File: src/rtl/alu_rr_scheduler.sv
// ---------------------------------------------------------------------------
// alu_rr_scheduler
//
// Purpose:
//   Shares one combinational ALU between two requesters. Grants are
//   round-robin. The winner's opcode and operands are registered onto the ALU
//   inputs and held for one ISSUE cycle. The ALU result and carry are then
//   captured and returned on a single valid/ready response channel, tagged
//   with the requester ID. A saturating counter tracks completed operations.
//
// Ports:
//   clk, reset                    clock, synchronous active-high reset
//   req{0,1}_valid/ready          request handshake per requester
//   req{0,1}_ctrl/x/y             opcode and operands per requester
//   alu_ctrl/alu_x/alu_y          registered drive to the shared ALU
//   alu_out/alu_carry             combinational ALU result
//   rsp_valid/rsp_ready           response handshake
//   rsp_id/rsp_out/rsp_carry      registered response payload
//   op_count                      completed operations, saturating
//   busy                          high whenever an operation is in flight
// ---------------------------------------------------------------------------
module alu_rr_scheduler #(
  parameter int DATA_W = 8,
  parameter int CTRL_W = 4,
  parameter int CNT_W  = 16
) (
  input  logic              clk,
  input  logic              reset,

  input  logic              req0_valid,
  output logic              req0_ready,
  input  logic [CTRL_W-1:0] req0_ctrl,
  input  logic [DATA_W-1:0] req0_x,
  input  logic [DATA_W-1:0] req0_y,

  input  logic              req1_valid,
  output logic              req1_ready,
  input  logic [CTRL_W-1:0] req1_ctrl,
  input  logic [DATA_W-1:0] req1_x,
  input  logic [DATA_W-1:0] req1_y,

  output logic [CTRL_W-1:0] alu_ctrl,
  output logic [DATA_W-1:0] alu_x,
  output logic [DATA_W-1:0] alu_y,
  input  logic [DATA_W-1:0] alu_out,
  input  logic              alu_carry,

  output logic              rsp_valid,
  input  logic              rsp_ready,
  output logic              rsp_id,
  output logic [DATA_W-1:0] rsp_out,
  output logic              rsp_carry,

  output logic [CNT_W-1:0]  op_count,
  output logic              busy
);

  typedef enum logic [1:0] {
    IDLE  = 2'd0,
    ISSUE = 2'd1,
    RESP  = 2'd2
  } state_t;

  localparam logic [CNT_W-1:0] countMax = {CNT_W{1'b1}};
  localparam logic [CNT_W-1:0] countOne = {{(CNT_W-1){1'b0}}, 1'b1};

  state_t state;
  state_t nextState;

  logic lastServed;
  logic grantId;
  logic acceptAny;
  logic respDone;

  // Round-robin pick. On contention, the requester that was not served last
  // wins. The pointer moves only when a response completes.
  always_comb begin
    grantId = 1'b0;
    if (req0_valid && req1_valid) begin
      grantId = ~lastServed;
    end else if (req1_valid) begin
      grantId = 1'b1;
    end
  end

  // Ready is masked by reset so that nothing looks accepted while reset is
  // held, even though the state register already reads IDLE.
  assign req0_ready = !reset && (state == IDLE) && req0_valid && (grantId == 1'b0);
  assign req1_ready = !reset && (state == IDLE) && req1_valid && (grantId == 1'b1);

  assign acceptAny = req0_ready || req1_ready;
  assign respDone  = (state == RESP) && rsp_ready;
  assign busy      = (state != IDLE);

  always_ff @(posedge clk) begin
    if (reset) begin
      state <= IDLE;
    end else begin
      state <= nextState;
    end
  end

  always_comb begin
    nextState = state;
    unique case (state)
      IDLE:    if (acceptAny) nextState = ISSUE;
      ISSUE:   nextState = RESP;
      RESP:    if (rsp_ready) nextState = IDLE;
      default: nextState = IDLE;
    endcase
  end

  // ALU operand registers. They load only on accept and otherwise hold their
  // last value, so the ALU stays stable through ISSUE and afterwards.
  always_ff @(posedge clk) begin
    if (reset) begin
      alu_ctrl <= '0;
      alu_x    <= '0;
      alu_y    <= '0;
      rsp_id   <= 1'b0;
    end else if (req0_ready) begin
      alu_ctrl <= req0_ctrl;
      alu_x    <= req0_x;
      alu_y    <= req0_y;
      rsp_id   <= 1'b0;
    end else if (req1_ready) begin
      alu_ctrl <= req1_ctrl;
      alu_x    <= req1_x;
      alu_y    <= req1_y;
      rsp_id   <= 1'b1;
    end
  end

  // The response payload is captured at the end of ISSUE and held for as long
  // as the consumer applies backpressure.
  always_ff @(posedge clk) begin
    if (reset) begin
      rsp_valid <= 1'b0;
      rsp_out   <= '0;
      rsp_carry <= 1'b0;
    end else if (state == ISSUE) begin
      rsp_valid <= 1'b1;
      rsp_out   <= alu_out;
      rsp_carry <= alu_carry;
    end else if (respDone) begin
      rsp_valid <= 1'b0;
    end
  end

  // Completion bookkeeping. Reset points lastServed at requester 1, so
  // requester 0 wins the first contention.
  always_ff @(posedge clk) begin
    if (reset) begin
      lastServed <= 1'b1;
      op_count   <= '0;
    end else if (respDone) begin
      lastServed <= rsp_id;
      if (op_count != countMax) begin
        op_count <= op_count + countOne;
      end
    end
  end

endmodule

File: config.mk
export PLATFORM = sky130hd
export DESIGN_NAME = alu_rr_scheduler
export DESIGN_NICKNAME = d
export VERILOG_FILES = /design/src/rtl/alu_rr_scheduler.sv
export SDC_FILE = /design/constraint.sdc
export NUM_CORES = 1
export LEC_CHECK = 0
export CORE_MARGIN = 8
export CORE_UTILIZATION = 40
export CTS_CLUSTER_SIZE = 8
export DETAILED_ROUTE_END_ITERATION = 6
export PLACE_DENSITY_LB_ADDON = 0.25
export REMOVE_ABC_BUFFERS = 1
export SKIP_LAST_GASP = 1
export SLEW_MARGIN = 15
export SYNTH_ARGS = -nofsm -noshare
export SYNTH_HDL_FRONTEND = slang
export SYNTH_SLANG_ARGS = --single-unit
File: constraint.sdc
create_clock -name clk -period 2.7 [get_ports clk]
set_input_delay 0.81 -clock clk [delete_from_list [all_inputs] [get_ports clk]]
set_output_delay 0.81 -clock clk [all_outputs]
set_load 0.1 [all_outputs]
==> reports/results.ini, run 1 <==
[global_route]
antenna_found_initial=0
grtUsageTotal_pct=17.3
grt_overflow=0
grt_max_degree=48
grt_pass1_wl_mm=10.5
grt_pass1_vias=2210

[yosys]
ys_ff_latch=50
synth_ff_type=dfxtp_1
synthCells=231
ys_types=32
synthArstFlopShare_pct=0
avgSynthCellArea_um2=8.88
netlist_area_mm2=0.00205
yosysWarnings=0
synth_edf_count=0
synth_seq_area_share_pct=48.8

[critical_path]
slowest_stage=clkdlybuf4s50_1
r2r.worst_path.cells=5
start_kind=input pin
worstSetupPathType=in2out
worst_ep_arrival_time_ns=1.79
crit_chain=clkdlybuf4s50_1 -> nand2_1 -> and3_4 -> buf_12
cp-end-kind=output port
required_ns=1.89
timing.rr.start=op_count[0]$_SDFFE_PP0P_
r2r-end=op_count[3]$_SDFFE_PP0P_
slowest_delay_ns=0.55
cp_max_fo=4
ff2ff_setup_slack_ns=0.69

[floorplanning]
rows=26
die-area_mm2=0.00767
initial_core_util_pct=40.7
fp.coreArea_mm2=0.00504
die_y_um=87.6
io_pins=104
dieWidth_um=87.6

[timing]
setup_violations=0
worst_pin_slew_ns=0.489
fin_tns_setup_ns=0
hold_viol=0
final.min_clock_period_ns=2.60
fin_crit_sh_pct=96.3
rsz0062_at_grt=false
finalMaxSlewViolations=0
timing.slew.headroom_pct=67.2
fin_ws_ns=0.100
clock.fmax_mhz=385
skew_ns=0.00948

[run]
cap_violations=0

[clock_network]
clk_latency_ns=0.31
cts-resized-gates=5
clockBufferDepth=2
clkSinkCount=50
cts_tree=built
cts_max_level=2
cts_hold_buffers=0
post_cts_buffers=0
numCtsBuffers=5
clk_pin_slew_ns=0.10
cts-root-buf=clkbuf_8

[worst_hold_path]
holdPathStages=2
hold_end=rsp_out[7]$_SDFFE_PP0P_
hold_class=reg2reg
worstHoldStart=rsp_out[7]$_SDFFE_PP0P_

[placed_design]
gp_congestion=0.777
portBuffers=103
dp_hpwl_mm=4.75
dp_worst_setup_slack_ns=-0.127

[route]
vias_per_cell=5.41
vias=2179
drc_errors=0
wl_per_cell_um=16.1
first_pass_iters=7
wirelength_mm=6.47
ant_nets=0
drtIter0Drc=146

[cells_and_area]
layout.nets=387
drive_gt1_share_pct=21.3
antennaDiodeCount=0
final_cell_mix=buf_4 (55), clkdlybuf4s50_1 (52), dfxtp_1 (50), nand2_1 (28), nor2_1 (26)
num-fill-cells=449
final_common_cell=buf_4
synthToLayoutAreaGrowth_pct=54.5
final_util_pct=62.8

[power]
totalPowerFinal_uw=1790
power_density_mw_per_mm2=566
p_leak_uw=0.00128
ir_worst_vdd_v=0.000349

[status]
status=completed

layout make-up:
cell class | count | area (um^2) | share of cell area [%]
multi-input combinational | 160 | 983 | 31.0
inverter | 5 | 18.8 | 0.592
clock buffer | 6 | 82.6 | 2.61
tap | 70 | 87.6 | 2.76
sequential | 50 | 1000 | 31.6
timing repair buffer | 110 | 982 | 31.0
clock inverter | 2 | 12.5 | 0.395
logic make-up after synthesis:
kind of cell / synth area share, %
and+or+nand+nor: 24.0
adders and majority gates: 0.610
buffers and inverters: 4.27
muxes: 0.976
AOI/OAI and AO/OA: 21.4
DFF: 48.8
worst max-delay path by stage:
stage / startpoint / end / slack, ns
6_report: req0_valid / req1_ready / 0.10
5_1_grt: req0_valid / req1_ready / 0.08
4_1_cts: req0_valid / req1_ready / 0.11
3_5_place_dp: reset / req1_ready / -0.13
3_3_place_gp: reset / req1_ready / -0.08
2_1_floorplan: reset / req1_ready / -0.24
stage by stage:
| stage | cell area, um^2 | std cells | hold slack (ns) |
|---|---|---|---|
| after floorplan | 1980 | 215 | 0.452 |
| after global placement | 3050 | 395 | 0.442 |
| after detailed placement | 3050 | 395 | 0.447 |
| after CTS | 3170 | 403 | 0.461 |
| after global routing | 3170 | 403 | 0.490 |
| final | 3170 | 403 | 0.459 |
synth_stat cells, types with 2 or more instances:
library cell / instances / area, um^2
dfxtp_1: 50 / 1000
nand2_1: 28 / 105
nor2_1: 26 / 97.6
a21oi_1: 23 / 115
a222oi_1: 20 / 200
clkbuf_1: 12 / 45.0
o31ai_1: 8 / 60.1
nand3_1: 7 / 35.0
and3_1: 6 / 37.5
o21ai_0: 6 / 30.0
or3_1: 6 / 37.5
or4_1: 6 / 45.0
inv_1: 5 / 18.8
nand4_1: 4 / 25.0
nor3_1: 3 / 15.0
and4_1: 2 / 17.5
buf_1: 2 / 7.51
mux2i_1: 2 / 20.0
nand2b_1: 2 / 12.5
sequential cells by signal, summed over array words and instances (netlist names):
| register | count |
|---|---|
| alu_x | 8 |
| rsp_carry | 1 |
| alu_ctrl | 4 |
| alu_y | 8 |
| rsp_out | 8 |
| rsp_id | 1 |
| op_count | 16 |
| state | 2 |
| rsp_valid | 1 |
| lastServed | 1 |
routing by layer:
metal	GRT usage (%)	share of wire, %	vias to the layer above
met4	5.63	1.5	0
met1	20.0	41	1017
met2	26.2	45	79
met5	0	0	-
met3	10.1	12	10
li1	-	-	1073
critical path, delay by kind of cell:
| kind | cells | cell delay [ns] |
|---|---|---|
| buffers and inverters | 2 | 0.71 |
| and+or+nand+nor | 2 | 0.27 |
power breakdown:
part	internal [uW]	switching, uW
clock network	207	257
logic	165	365
registers	773	26.0
total	1140	649
(Power assumes the default switching activity.)
==> inputs of run 2 (changes only) <==
CAP_MARGIN = 20   (was unset)
CORE_UTILIZATION = 30   (was 40)
clock period = 2.5 ns   (was 2.7 ns; I/O delays follow)
==> reports/results.ini, run 2 (same netlist as run 1, synthesis figures left out) <==
[global_route]
grt_max_degree=48  ; unchanged
antenna_found_initial=0  ; unchanged
grt_pass1_wl_mm=10.6  ; +0.59%
grt_overflow=0  ; unchanged
grtUsageTotal_pct=13.1  ; -4.2 points
grt_pass1_vias=2214  ; +0.18%

[power]
power_density_mw_per_mm2=618  ; +9.3%
totalPowerFinal_uw=1970  ; +9.7%
ir_worst_vdd_v=0.000268  ; -23%
p_leak_uw=0.00130  ; +1.9%

[placed_design]
gp_congestion=0.775  ; -0.26%
dp_worst_setup_slack_ns=-0.0273  ; +0.0998 ns
portBuffers=103  ; unchanged
placed_area_mm2=0.00307  ; +0.49%
dp_hpwl_mm=4.77  ; +0.40%

[worst_hold_path]
holdPathStages=2  ; unchanged
hold_class=reg2reg

[timing]
worst_pin_slew_ns=0.549  ; +0.0600 ns
fin_ws_ns=0.123  ; +0.0225 ns
final.min_clock_period_ns=2.38
timing.slew.headroom_pct=63.1  ; -4.0 points
hold_viol=0  ; unchanged
fin_crit_sh_pct=95.1
finalMaxSlewViolations=0  ; unchanged
skew_ns=0.00199  ; -0.00748 ns
clock.fmax_mhz=421
setup_violations=0  ; unchanged
rsz0062_at_grt=false
holdWs_ns=0.462  ; +0.00321 ns

[critical_path]
cp-end-kind=output port
cp_max_fo=3  ; -1
start_kind=input pin
r2r.worst_path.cells=5  ; unchanged
required_ns=1.75  ; -0.14 ns
worst_ep_arrival_time_ns=1.63  ; -0.16 ns
worstSetupPathType=in2out

[clock_network]
cts_tree=built
clkSinkCount=50  ; unchanged
post_cts_buffers=0  ; unchanged
clk_latency_ns=0.29  ; -0.02 ns
cts_max_level=2  ; unchanged
numCtsBuffers=5  ; unchanged
clk_pin_slew_ns=0.09  ; about the same
cts-root-buf=clkbuf_8
clockBufferDepth=2  ; unchanged

[route]
vias_per_cell=5.17  ; -4.3%
wl_per_cell_um=15.5  ; -3.3%
drtIter0Drc=152  ; +4.1%
ant_nets=0  ; unchanged
first_pass_iters=7  ; unchanged
drc_errors=0  ; unchanged
vias=2142  ; -1.7%
wirelength_mm=6.43  ; -0.70%

[cells_and_area]
drive_gt1_share_pct=21.3  ; -0.064 points
synthToLayoutAreaGrowth_pct=55.1
final_common_cell=buf_4
final_cell_mix=buf_4 (56), dfxtp_1 (50), clkdlybuf4s50_1 (50), nand2_1 (28), nor2_1 (26)
layout.nets=388  ; +0.26%
final_util_pct=47.3  ; -15 points
num-fill-cells=646  ; +44%
stdcell_area_mm2=0.00318  ; +0.39%
antennaDiodeCount=0  ; unchanged
regMostFlops=op_count
largest_reg_flops=16  ; unchanged

[floorplanning]
dieWidth_um=98.7  ; +13%
fp.coreArea_mm2=0.00672  ; +33%
rows=30  ; +15%
die-area_mm2=0.00974  ; +27%
die_y_um=98.7  ; +13%
initial_core_util_pct=30.5  ; -10 points
io_pins=104  ; unchanged

[status]
status=completed

[run]
cap_violations=0  ; unchanged

run 2: what timing repair did:
item	CTS	global route
cloned	0	0
hold buffers	0	0
resized for setup	1	2
pin swaps	0	0
setup endpoints to repair	2	1
run 2: report_power, final:
group / internal (uW) / total, uW / switching [uW]
sequential: 835 / 860 / 25.6
clock: 280 / 542 / 262
combinational: 173 / 564 / 391
total: 1290 / 1970 / 679
run 2: worst paths after layout:
check / start / to / slack (ns)
setup / recovery: reset / req1_ready / 0.12
setup reg to reg: op_count[0]$_SDFFE_PP0P_ / op_count[3]$_SDFFE_PP0P_ / 0.47
hold reg to reg: rsp_out[4]$_SDFFE_PP0P_ / rsp_out[4]$_SDFFE_PP0P_ / 0.46
hold / removal: rsp_out[4]$_SDFFE_PP0P_ / rsp_out[4]$_SDFFE_PP0P_ / 0.46
run 2: final cells by class:
cell class,instances,area (um^2),share of cell area [%]
clock buffer,8,110,3.46
inverter,5,18.8,0.590
multi-input combinational,160,963,30.3
sequential,50,1000,31.5
tap,80,100,3.15
timing repair buffer,111,987,31.0
run 2: per-stage QoR:
step           setup TNS [ns]  std cells
6_report                    0        414
5_1_grt                     0        414
4_1_cts                     0        414
3_5_place_dp          -0.0503        406
3_3_place_gp          -0.0247        406
2_1_floorplan           -1.97        215
run 2: metal layers:
layer | global-route usage, % | vias to the layer above | share of wire [%] | wire (um)
met5 | 0 | - | 0 | 0
met4 | 3.54 | 0 | 0.96 | 62
met3 | 4.02 | 5 | 6.1 | 392
met2 | 22.4 | 65 | 48 | 3090
met1 | 15.4 | 998 | 45 | 2880
li1 | - | 1074 | - | -
run 2: critical path, stage by stage:
cell    delay (ns)
buf_2         0.12
nor3_1        0.27
and3_1        0.28
buf_12        0.19
==> inputs of run 3 (changes only) <==
TNS_END_PERCENT = 100   (was unset)
==> results of run 3 <==
Final layout, timing and power as in run 2 (identical DEF).
